## config.mk

```make
export PLATFORM = sky130hd
export DESIGN_NAME = lcd_frame_reader
export DESIGN_NICKNAME = d
export VERILOG_FILES = /design/src/rtl/lcd_frame_reader_pkg.sv /design/src/rtl/pixel_fifo.sv /design/src/rtl/lcd_frame_reader.sv
export SDC_FILE = /design/constraint.sdc
export NUM_CORES = 1
export LEC_CHECK = 0
export ABC_AREA = 1
export CELL_PAD_IN_SITES_DETAIL_PLACEMENT = 1
export CELL_PAD_IN_SITES_GLOBAL_PLACEMENT = 2
export CORE_MARGIN = 2
export CORE_UTILIZATION = 40
export CTS_BUF_LIST = sky130_fd_sc_hd__clkbuf_16
export DETAILED_ROUTE_END_ITERATION = 8
export HOLD_SLACK_MARGIN = 0.02
export PLACE_DENSITY = 0.91
export SLEW_MARGIN = 15
export SYNTH_ARGS = -nofsm -noshare
export SYNTH_HDL_FRONTEND = slang
export SYNTH_SLANG_ARGS = --single-unit
export TNS_END_PERCENT = 100
```

## constraint.sdc

```tcl
create_clock -name clk -period 3.5 [get_ports clk]
set_input_delay 0.7 -clock clk [delete_from_list [all_inputs] [get_ports clk]]
set_output_delay 0.7 -clock clk [all_outputs]
set_load 0.02 [all_outputs]
```

## src/rtl/lcd_frame_reader_pkg.sv

```systemverilog
// Shared constants, RGB565 colors and FSM encoding
// for the framebuffer read-back path.
package lcd_frame_reader_pkg;

  localparam int unsigned DEF_H_PIXELS   = 480;
  localparam int unsigned DEF_V_LINES    = 272;
  localparam int unsigned DEF_FIFO_DEPTH = 16;
  localparam int unsigned BURST_LEN      = 4;

  localparam logic [23:0] DEF_FB_BASE_ADDR = 24'h000000;

  localparam logic [15:0] COLOR_BLACK = 16'h0000;
  localparam logic [15:0] COLOR_WHITE = 16'hFFFF;
  localparam logic [15:0] COLOR_RED   = 16'hF800;
  localparam logic [15:0] COLOR_GREEN = 16'h07E0;
  localparam logic [15:0] COLOR_BLUE  = 16'h001F;

  localparam logic [15:0] DEF_BLANK_COLOR = COLOR_BLACK;

  typedef enum logic [2:0] {
    S_IDLE,
    S_ARM,
    S_CHECK,
    S_REQ,
    S_PUSH,
    S_DONE
  } state_e;

endpackage

```

## src/rtl/pixel_fifo.sv

```systemverilog
// Single-clock 16-bit pixel FIFO with flush.
// rd_data shows the head word combinationally.
module pixel_fifo #(
  parameter int unsigned DEPTH = 16,
  localparam int unsigned AW = $clog2(DEPTH)
) (
  input  logic          clk,
  input  logic          rst_n,
  input  logic          flush,
  input  logic          wr_en,
  input  logic [15:0]   wr_data,
  input  logic          rd_en,
  output logic [15:0]   rd_data,
  output logic [AW:0]   count,
  output logic          empty,
  output logic          full
);

  logic [15:0]   mem_q [DEPTH];
  logic [AW-1:0] wp_q;
  logic [AW-1:0] rp_q;
  logic [AW:0]   cnt_q;
  logic          do_wr;
  logic          do_rd;

  assign empty   = (cnt_q == '0);
  assign full    = (cnt_q == (AW+1)'(DEPTH));
  assign count   = cnt_q;
  assign rd_data = mem_q[rp_q];
  assign do_wr   = wr_en && !full && !flush;
  assign do_rd   = rd_en && !empty && !flush;

  always_ff @(posedge clk) begin
    if (do_wr) mem_q[wp_q] <= wr_data;
  end

  always_ff @(posedge clk or negedge rst_n) begin
    if (!rst_n) begin
      wp_q  <= '0;
      rp_q  <= '0;
      cnt_q <= '0;
    end else if (flush) begin
      wp_q  <= '0;
      rp_q  <= '0;
      cnt_q <= '0;
    end else begin
      if (do_wr) wp_q <= wp_q + AW'(1);
      if (do_rd) rp_q <= rp_q + AW'(1);
      cnt_q <= cnt_q + {{AW{1'b0}}, do_wr}
                     - {{AW{1'b0}}, do_rd};
    end
  end

  a_no_push_full: assert property (
    @(posedge clk) disable iff (!rst_n)
    !(wr_en && full && !flush));

endmodule

```

## src/rtl/lcd_frame_reader.sv

```systemverilog
// Framebuffer read-back: fetches 4-pixel SDRAM bursts into
// a pixel FIFO and serves one pixel per LCD request.
module lcd_frame_reader
  import lcd_frame_reader_pkg::*;
#(
  parameter int unsigned H_PIXELS     = DEF_H_PIXELS,
  parameter int unsigned V_LINES      = DEF_V_LINES,
  parameter logic [23:0] FB_BASE_ADDR = DEF_FB_BASE_ADDR,
  parameter int unsigned FIFO_DEPTH   = DEF_FIFO_DEPTH,
  parameter logic [15:0] BLANK_COLOR  = DEF_BLANK_COLOR
) (
  input  logic        clk,
  input  logic        rst_n,
  input  logic        en,
  input  logic        iFrame_Start,
  input  logic        iPixel_Req,
  output logic [15:0] oPixel_Data,
  output logic        oPixel_Valid,
  output logic        oUnderflow,
  output logic        oFrame_Fetched,
  output logic [23:0] oSDRAM_Rd_Addr,
  output logic        oSDRAM_Rd_Req,
  input  logic        iSDRAM_Rd_Done,
  input  logic [15:0] iSDRAM_Rd_Data1,
  input  logic [15:0] iSDRAM_Rd_Data2,
  input  logic [15:0] iSDRAM_Rd_Data3,
  input  logic [15:0] iSDRAM_Rd_Data4
);

  localparam int unsigned FRAME_PIX = H_PIXELS * V_LINES;
  localparam int unsigned BURSTS    = FRAME_PIX / BURST_LEN;
  localparam int unsigned BW        = $clog2(BURSTS + 1);
  localparam int unsigned CW        = $clog2(FIFO_DEPTH) + 1;
  localparam logic [CW-1:0] ROOM    = CW'(FIFO_DEPTH - BURST_LEN);
  localparam logic [BW-1:0] LAST    = BW'(BURSTS);

  state_e          state_q, state_d;
  logic [23:0]     addr_q, addr_d;
  logic [BW-1:0]   bcnt_q, bcnt_d;
  logic [1:0]      beat_q, beat_d;
  logic            pend_q, pend_d;
  logic            got_q, got_d;
  logic [3:0][15:0] hold_q, hold_d;
  logic [15:0]     pix_q;
  logic            vld_q;
  logic            udf_q;

  logic            start;
  logic            restart;
  logic            req;
  logic            wr_en;
  logic            rd_en;
  logic [15:0]     head;
  logic [CW-1:0]   count;
  logic            empty;
  logic            full;

  assign start = en && iFrame_Start;
  assign rd_en = iPixel_Req && !empty;

  always_comb begin
    state_d = state_q;
    addr_d  = addr_q;
    bcnt_d  = bcnt_q;
    beat_d  = beat_q;
    pend_d  = pend_q;
    got_d   = got_q;
    hold_d  = hold_q;
    req     = 1'b0;
    wr_en   = 1'b0;
    restart = 1'b0;
    unique case (state_q)
      S_IDLE: restart = start;
      S_ARM: begin
        if (start) restart = 1'b1;
        else if (en) begin
          addr_d  = FB_BASE_ADDR;
          state_d = S_CHECK;
        end
      end
      S_CHECK: begin
        if (start) restart = 1'b1;
        else if (en) begin
          if (bcnt_q == LAST) state_d = S_DONE;
          else if (count <= ROOM) state_d = S_REQ;
        end
      end
      S_REQ: begin
        // Handshake always completes; a frame start only queues a restart
        req = !got_q;
        if (iFrame_Start) pend_d = 1'b1;
        if (req && iSDRAM_Rd_Done) begin
          hold_d = {iSDRAM_Rd_Data4, iSDRAM_Rd_Data3,
                    iSDRAM_Rd_Data2, iSDRAM_Rd_Data1};
          got_d  = 1'b1;
        end
        if (en && got_d) begin
          got_d = 1'b0;
          if (pend_d) restart = 1'b1;
          else begin
            state_d = S_PUSH;
            beat_d  = '0;
          end
        end
      end
      S_PUSH: begin
        if (start) restart = 1'b1;
        else if (en) begin
          wr_en  = 1'b1;
          beat_d = beat_q + 2'd1;
          if (beat_q == 2'd3) begin
            addr_d  = addr_q + 24'(BURST_LEN);
            bcnt_d  = bcnt_q + BW'(1);
            state_d = S_CHECK;
          end
        end
      end
      S_DONE: restart = start;
      default: state_d = S_IDLE;
    endcase
    if (restart) begin
      state_d = S_ARM;
      addr_d  = FB_BASE_ADDR;
      bcnt_d  = '0;
      pend_d  = 1'b0;
      got_d   = 1'b0;
    end
  end

  always_ff @(posedge clk or negedge rst_n) begin
    if (!rst_n) begin
      state_q <= S_IDLE;
      addr_q  <= FB_BASE_ADDR;
      bcnt_q  <= '0;
      beat_q  <= '0;
      pend_q  <= 1'b0;
      got_q   <= 1'b0;
      hold_q  <= '0;
    end else begin
      state_q <= state_d;
      addr_q  <= addr_d;
      bcnt_q  <= bcnt_d;
      beat_q  <= beat_d;
      pend_q  <= pend_d;
      got_q   <= got_d;
      hold_q  <= hold_d;
    end
  end

  always_ff @(posedge clk or negedge rst_n) begin
    if (!rst_n) begin
      pix_q <= '0;
      vld_q <= 1'b0;
      udf_q <= 1'b0;
    end else begin
      vld_q <= rd_en;
      if (rd_en) pix_q <= head;
      else if (iPixel_Req) pix_q <= BLANK_COLOR;
      if (restart) udf_q <= 1'b0;
      else if (iPixel_Req && empty) udf_q <= 1'b1;
    end
  end

  pixel_fifo #(
    .DEPTH (FIFO_DEPTH)
  ) u_fifo (
    .clk     (clk),
    .rst_n   (rst_n),
    .flush   (restart),
    .wr_en   (wr_en),
    .wr_data (hold_q[beat_q]),
    .rd_en   (rd_en),
    .rd_data (head),
    .count   (count),
    .empty   (empty),
    .full    (full)
  );

  assign oPixel_Data    = pix_q;
  assign oPixel_Valid   = vld_q;
  assign oUnderflow     = udf_q;
  assign oFrame_Fetched = (state_q == S_DONE);
  assign oSDRAM_Rd_Addr = addr_q;
  assign oSDRAM_Rd_Req  = req;

endmodule

```

==> impl_metrics.tcl <==
set metrics [dict create \
    status "finished, final reports clean" \
    die_h_um 214 \
    synth.largest_area_cell "edfxtp_1" \
    hp-class "in2async" \
    p_leak_nw 8.38 \
    clock.fmax_ghz 0.356 \
    synthCells 1632 \
    wl_per_cell_um 21.0 \
    finClkSkew_ns 0.0251 \
    synth_top_area_share_pct 43.4 \
    core_mm2 0.0439 \
    final_cells 2395 \
    drive_gt1_share_pct 12.0 \
    holdBufCountCts 0 \
    overflow 0 \
    syn_area_mm2 0.0177 \
    die_x_um 214 \
    synthArstFlopShare_pct 35.2 \
    min_period_over_period_pct 80.2 \
    drt_iter0_drc 955 \
    cts_resized 0 \
    avgSynthCellArea_um2 10.9 \
    diodes 0 \
    cts.clk_slew.worst_paths_ns 0.06 \
    dieArea_mm2 0.0460 \
    areaGrowthSynthToFinish_pct 18.1 \
    cp-end-kind "register" \
    synth_commonest_cells "296 x nand2_1, 256 x edfxtp_1, 233 x nor2_1" \
    cts_setup_buffers 0 \
    start_util_pct 40.3 \
    gp_congestion 0.842 \
    ys_seq_elements 395 \
    whs_ns 0.222 \
    synth_edf_count 256 \
    place_area_mm2 0.0196 \
    synth.yosys.seq_area_share_pct 63.0 \
    viasPerCell 5.36 \
    start_kind "register" \
    grt_pass1_wl_um 79300 \
    power_density_mw_per_mm2 812 \
    ys_warn_count 0 \
    cts_tree "yes" \
    max_slew.worst_pin.slew_ns 1.06 \
    drc 0 \
    synth_ff_type "edfxtp_1" \
    final_nets 1857 \
    slew-limit-headroom_pct 29.3 \
    boundaryPins 114 \
    rsz0062_at_grt "no" \
    clock_insertion_delay_worst_skew_ns 0.56 \
    grtUsageTotal_pct 21.9 \
    period_needed_ns 2.81 \
    setup_slack_ns 0.692 \
    wirelength_um 50200 \
    netlist_top_cells_area "edfxtp_1 43%, dfrtp_1 20%, nand2_1 6.3%" \
    ant_nets 0 \
    synth_cell_type_count 44 \
    fin_setup_tns_ns 0 \
    cts_root_buf "clkbuf_16" \
    grt_pass1_vias 13900 \
    rows 77 \
    port-buffer-count 111 \
    antenna_found_initial 0 \
    dp_cells 2316 \
    path_max_fanout 7 \
    fin_area_mm2 0.0209 \
    clockBufferDepth 3 \
    vias 12800 \
    h-tree-depth 2 \
    worstSetupPathType "reg2reg" \
    cap_violations 0 \
    cts_sinks 395 \
    ir_drop_mv 0.485 \
    finalHoldViolations 0 \
    cts_made_buffers 43 \
    maxSlewViolCount 0 \
    setup_viol_count_final 0 \
    grt_max_degree 159 \
    drt_first_pass_iters 5 \
    dp_hpwl_um 32400 \
    worstPathRequired_ns 3.94 \
    synth_most_common_cell "nand2_1" \
    pre_cts_ws_ns 0.196 \
    arrival_ns 3.24 \
]
## per-layer routing
metal	track usage, %	up-vias	wire length [µm]
li1	-	5867	-
met1	28.4	6547	21500
met2	38.0	332	25000
met3	2.92	90	2250
met4	7.31	0	1440
met5	0	-	0
## power breakdown
| group | total [mW] | internal [mW] | switching (mW) |
|---|---|---|---|
| clock network | 4.44 | 2.54 | 1.90 |
| registers | 6.84 | 6.36 | 0.471 |
| logic | 5.71 | 1.97 | 3.74 |
## area by class of cell
cell class,instances,area (µm²)
inverters,107,409
repair buffers,167,1570
clock inverters,36,280
well taps,592,741
multi-input cells,1055,5670
fillers,4797,23000
clock buffers,43,1080
flip-flops and latches,395,11200
## final timing paths
check	start	cells past startpoint	endpoint	slack [ns]
max	state_q[2]$_DFFE_PN0P_	15	u_fifo.count[4]$_DFF_PN0_	0.69
min	rst_n	1	hold_q[19]$_DFFE_PN0P_	0.22
max reg2reg	state_q[2]$_DFFE_PN0P_	15	u_fifo.count[4]$_DFF_PN0_	0.69
min reg2reg	oPixel_Data[2]$_DFFE_PN0P_	2	oPixel_Data[2]$_DFFE_PN0P_	0.48
max in group asynchronous	rst_n	2	oPixel_Data[12]$_DFFE_PN0P_	2.44
min in group clk	oPixel_Data[2]$_DFFE_PN0P_	2	oPixel_Data[2]$_DFFE_PN0P_	0.48
## cell usage in the layout, fill, tap and decap left out, types with 10 or more instances in the layout
cell type and n:
a21oi_1 51, buf_4 53, clkbuf_16 43, clkdlybuf4s50_1 110, clkinv_1 15, dfrtp_1 137, edfxtp_1 256, ha_1 17
inv_1 105, mux2_4 60, nand2_1 296, nand3_1 95, nand4_1 16, nor2_1 226, nor2_2 10, nor3_1 14
o211ai_1 15, o21ai_0 166, o21ai_1 14, o22ai_1 26, xor2_1 12
## registers in the layout, summed over array words and instances (netlist names), 3 cells and up
register and cells:
u_fifo.wp_q 4, state_q 3, u_fifo.mem_q 256, oPixel_Data 16, hold_q 64, u_fifo.count 5, oSDRAM_Rd_Addr 22, bcnt_q 15
u_fifo.rp_q 4
## per-stage QoR
step                utilization [%]  power (mW)
detailed placement             44.5        12.6
finish                         47.6        17.0
global route                   47.6        17.9
CTS                            47.6        17.1
floorplan                         -        10.3
global placement               44.5        12.3
## logic make-up (layout without fill, tap and decap cells)
family | Yosys count | in the layout | synth area share [%]
AO/OA/AOI/OAI | 282 | 282 | 8.56
XOR/XNOR | 14 | 14 | 0.692
adder cells (fa/ha/maj) | 18 | 18 | 1.31
buffers and inverters | 183 | 353 | 5.03
flip-flops | 395 | 395 | 63.0
multiplexers | 64 | 64 | 5.34
other | 1 | 2 | 0.0212
AND/OR/NAND/NOR | 675 | 675 | 16.0
## worst max-delay path, cell delays in order, from the launching register on
cell and delay, ns:
dfrtp_1 0.52, inv_1 0.14, nand3_2 0.13, nand2_1 0.06
nand2_1 0.14, nand2_2 0.09, nor2_1 0.19, ha_1 0.27
inv_1 0.06, ha_1 0.16, inv_1 0.06, fa_1 0.40
o21ai_0 0.19, a21oi_1 0.10, xor2_1 0.15, nor2_1 0.05
(Power assumes the default switching activity.)
